--- src/rtl/wb_arbiter.sv ---
// Writeback arbiter: merges a single-cycle fast result stream and a long-latency slow
// stream onto the register file's single write port, queueing slow results that lose.
module wb_arbiter #(
  parameter int unsigned DEPTH  = 4,
  parameter int unsigned ADDR_W = 5,
  parameter int unsigned DATA_W = 64,
  parameter int unsigned CNT_W  = 16
) (
  input  logic                  clk_i,
  input  logic                  rst_i,
  input  logic                  fast_valid_i,
  input  logic [ADDR_W-1:0]     fast_addr_i,
  input  logic [DATA_W-1:0]     fast_data_i,
  input  logic                  slow_valid_i,
  output logic                  slow_ready_o,
  input  logic [ADDR_W-1:0]     slow_addr_i,
  input  logic [DATA_W-1:0]     slow_data_i,
  output logic                  write_enable_o,
  output logic [ADDR_W-1:0]     write_addr_o,
  output logic [DATA_W-1:0]     write_data_o,
  output logic [2**ADDR_W-1:0]  busy_mask_o,
  output logic [CNT_W-1:0]      collisions_o
);

  localparam int unsigned PTR_W = $clog2(DEPTH);

  logic [ADDR_W-1:0] q_addr [DEPTH];
  logic [DATA_W-1:0] q_data [DEPTH];
  logic [PTR_W-1:0]  head, tail;
  logic [PTR_W:0]    count;

  logic slow_acc, fast_hit, pop, bypass, push, collide;

  assign slow_ready_o = (count != (PTR_W+1)'(DEPTH));

  // Priority: fast > FIFO head > slow bypass; address 0 is never written or queued.
  always_comb begin
    slow_acc = slow_valid_i && slow_ready_o;
    fast_hit = fast_valid_i && (fast_addr_i != '0);
    pop      = !fast_valid_i && (count != '0);
    bypass   = !fast_valid_i && (count == '0) && slow_acc && (slow_addr_i != '0);
    push     = slow_acc && (slow_addr_i != '0) && !bypass;
    collide  = fast_valid_i && ((count != '0) || slow_acc);
  end

  always_ff @(posedge clk_i or posedge rst_i) begin
    if (rst_i) begin
      write_enable_o <= 1'b0;
      write_addr_o   <= '0;
      write_data_o   <= '0;
    end else begin
      write_enable_o <= fast_hit || pop || bypass;
      if (fast_hit) begin
        write_addr_o <= fast_addr_i;
        write_data_o <= fast_data_i;
      end else if (pop) begin
        write_addr_o <= q_addr[head];
        write_data_o <= q_data[head];
      end else if (bypass) begin
        write_addr_o <= slow_addr_i;
        write_data_o <= slow_data_i;
      end
    end
  end

  always_ff @(posedge clk_i) begin
    if (push) begin
      q_addr[tail] <= slow_addr_i;
      q_data[tail] <= slow_data_i;
    end
  end

  always_ff @(posedge clk_i or posedge rst_i) begin
    if (rst_i) begin
      head  <= '0;
      tail  <= '0;
      count <= '0;
    end else begin
      if (push) tail <= tail + 1'b1;
      if (pop)  head <= head + 1'b1;
      if (push && !pop)      count <= count + 1'b1;
      else if (pop && !push) count <= count - 1'b1;
    end
  end

  always_ff @(posedge clk_i or posedge rst_i) begin
    if (rst_i)                         collisions_o <= '0;
    else if (collide && collisions_o != '1) collisions_o <= collisions_o + 1'b1;
  end

  // Walk the occupied window starting at head; pointers wrap naturally.
  always_comb begin
    busy_mask_o = '0;
    for (int unsigned i = 0; i < DEPTH; i++) begin
      if ((PTR_W+1)'(i) < count)
        busy_mask_o[q_addr[head + PTR_W'(i)]] = 1'b1;
    end
  end

  a_fast_not_busy: assert property (@(posedge clk_i) disable iff (rst_i)
    !(fast_valid_i && busy_mask_o[fast_addr_i]));

endmodule

--- config.mk ---
export PLATFORM = sky130hd
export DESIGN_NAME = wb_arbiter
export DESIGN_NICKNAME = d
export VERILOG_FILES = /design/src/rtl/wb_arbiter.sv
export SDC_FILE = /design/constraint.sdc
export NUM_CORES = 1
export LEC_CHECK = 0
export CORE_UTILIZATION = 40
export CTS_CLUSTER_DIAMETER = 200
export CTS_CLUSTER_SIZE = 14
export DETAILED_ROUTE_END_ITERATION = 10
export PLACE_DENSITY = 0.7
export SLEW_MARGIN = 5
export SYNTH_ARGS = -nofsm -noshare
export SYNTH_HDL_FRONTEND = slang
export SYNTH_SLANG_ARGS = --single-unit
export TNS_END_PERCENT = 50
--- constraint.sdc ---
create_clock -name clk_i -period 6 [get_ports clk_i]
set_clock_uncertainty 0.1 [all_clocks]
set_input_delay 1.5 -clock clk_i [delete_from_list [all_inputs] [get_ports clk_i]]
set_output_delay 1.5 -clock clk_i [all_outputs]
set_load 0.1 [all_outputs]
==> results_dict.tcl <==
set metrics [dict create \
    status "finished, final reports clean" \
    final_cells 1872 \
    final_util_pct 50.61 \
    crit_path_end "busy_mask_o[31]" \
    synthArstFlopShare_pct 25.20 \
    dieArea_sq_mm 0.04133 \
    core-area_sq_mm 0.03982 \
    peakVddDrop_v 0.0004409 \
    viasPerCell 5.713 \
    initial_core_util_pct 40.70 \
    crit_arrival_ps 3870 \
    grt_usage_pct 21.48 \
    netlist_area_sq_mm 0.01621 \
    cp.required_ps 4400 \
    hold_buffers 0 \
    globalRoute.totalOverflow 0 \
    hold_violations 0 \
    period_share_pct 91.14 \
    synth-edff-count 276 \
    ant_nets 0 \
    syn_inst 1071 \
    drive_gt1_share_pct 13.50 \
    worstSetupPathType "flop to primary output" \
    worstRegToRegCells 7 \
    startpoint "head[0]" \
    pin_count 261 \
    gp_congestion 0.9594 \
    clock_sinks 369 \
    grt_pass1_wl_um 67480 \
    cp-start-kind "flop" \
    vias 10700 \
    slew_headroom_pct 23.29 \
    yosysSeqAreaShare_pct 65.50 \
    synthTopCellsByCount "edfxtp_1 (276), dfrtp_1 (93), mux4_2 (78)" \
    worstHoldStart "collisions_o[7]" \
    cts_tree "done" \
    num_rows 73 \
    hp-class "flop to flop" \
    antenna_found_initial 12 \
    path_clk_slew_ps 70 \
    maxCapViolations 0 \
    ys.flop_type "edfxtp_1" \
    path_max_fanout 35 \
    yosys-top-cells-area "edfxtp_1 (51%), dfrtp_1 (14%), mux4_2 (11%)" \
    finalNetCount 1469 \
    worst_pin_slew_ps 1146 \
    port_buffers 260 \
    drv_slew 0 \
    period_minus_slack_ps 5468 \
    syn_to_final_growth_pct 24.36 \
    dpl.hpwl_um 29050 \
    synth_cell_types 56 \
    cts.repair.resized 0 \
    grt_max_degree 70 \
    cts_htree_levels 1 \
    cts_made_buffers 30 \
    setup_violations 0 \
    end_kind "primary output" \
    grt_pass1_vias 11000 \
    yosysMostFrequentCell "edfxtp_1" \
    wl_per_cell_um 23.82 \
    ys_warn_count 0 \
    reg2reg_slack_ps 2230 \
    die_h_um 203.3 \
    cts-root-buf "clkbuf_16" \
    synth_top_area_share_pct 51.14 \
    synth_top_area_cell "edfxtp_1" \
    rsz0062_at_grt "false" \
    powerDensity_mw_per_mm2 598.3 \
    routed_wirelength_um 44590 \
    post_cts_buffers 0 \
    timing.rr.end "q_data[3][4]" \
    drt_iter0_markers 871 \
    syn_nets 1223 \
    synth.avg_cell_area_sq_um 15.13 \
    drc 0 \
    power_mw 12.06 \
    die_w_um 203.3 \
    clk_path_buf_depth 3 \
    reg2reg_from "count[0]" \
    clk_latency_ps 560 \
    dp_cells 1809 \
    drtPass1Iterations 5 \
    ys_seq_elements 369 \
    finalSetupTns_ps 0 \
    leakagePower_nw 6.856 \
    max_freq_mhz 182.9 \
]
[per-stage QoR]
stage / area [sq um] / hold WS [ps] / setup slack [ps]
after floorplan: 16210 / 432.5 / 1270
after global placement: 19250 / 382.6 / 1136
after detailed placement: 19250 / 404.8 / 1112
after CTS: 20120 / 415.9 / 494.0
after global routing: 20140 / 427.5 / 286.6
final: 20150 / 406.2 / 531.6
[worst max-delay path, stage by stage (launching register included)]
cell,delay (ps)
dfrtp_4,830
mux4_1,690
a21bo_2,280
nor2_1,120
a22oi_1,180
o221ai_1,190
clkdlybuf4s50_1,1010
[placed cells by master (no fill, tap or decap), types with 4 or more instances in the layout]
cell type and n:
nor2b_1 11, or3_1 53, o22ai_1 63, dfrtp_1 91, and2_4 5, edfxtp_1 276, nor4_1 5, o221ai_1 18
xnor2_1 12, nand3_1 10, o21ai_0 47, mux4_1 6, a22oi_1 27, xor2_1 8, diode_2 6, a211o_1 8
and3_1 4, o211ai_1 5, nor3_1 11, nand2b_1 14, inv_1 14, mux4_2 78, a31oi_1 16, a2bb2oi_1 7
nor2_1 52, clkbuf_16 30, ha_1 10, a21oi_1 53, o2bb2ai_1 4, buf_4 42, nor2b_4 4, clkdlybuf4s50_1 229
nand2_1 49, clkbuf_1 24, and2_1 5, o21ai_1 9
[logic make-up (layout without fill, tap and decap cells)]
group	after synthesis	in the layout	synth area share [%]
flops	369	369	65.50
compound gates	268	268	10.49
mux	87	87	12.01
other cells	0	6	0
buf+inv	76	346	2.331
fa+ha+maj	10	10	0.7720
xor+xnor	20	20	1.081
simple gates	241	241	7.813
[power by group]
group	internal [mW]	total (mW)	switching, mW
clock network	0.947	1.82	0.876
registers	3.40	3.77	0.366
logic	1.81	6.47	4.66
[registers in the layout, indices dropped and copies added (netlist names)]
register and flops:
q_addr 20, collisions_o 16, write_addr_o 5, count 3
tail 2, write_enable_o 1, q_data 256, head 2
write_data_o 64
[cell type report]
| cell class | count | area [sq um] |
|---|---|---|
| timing repair buffer | 274 | 2668 |
| clock inverter | 2 | 27.53 |
| clock buffer | 54 | 840.8 |
| antenna | 6 | 15.01 |
| multi-input combinational | 626 | 5261 |
| tap | 525 | 656.9 |
| sequential | 369 | 10620 |
| fill | 3411 | 19670 |
| inverter | 16 | 62.56 |
[worst min path at each step]
stage / endpoint / cells after the start
floorplan: count[1] / 2
global placement: collisions_o[14] / 1
detailed placement: collisions_o[14] / 1
CTS: collisions_o[7] / 1
global route: collisions_o[7] / 1
finish: collisions_o[7] / 1
[layer usage]
layer	part of all wire [%]	GRT usage (%)
met1	42	29.27
met2	48	34.46
met3	7.7	5.081
met4	2.2	5.934
met5	0.19	0
No activity file was read; power rests on OpenSTA's default activity.
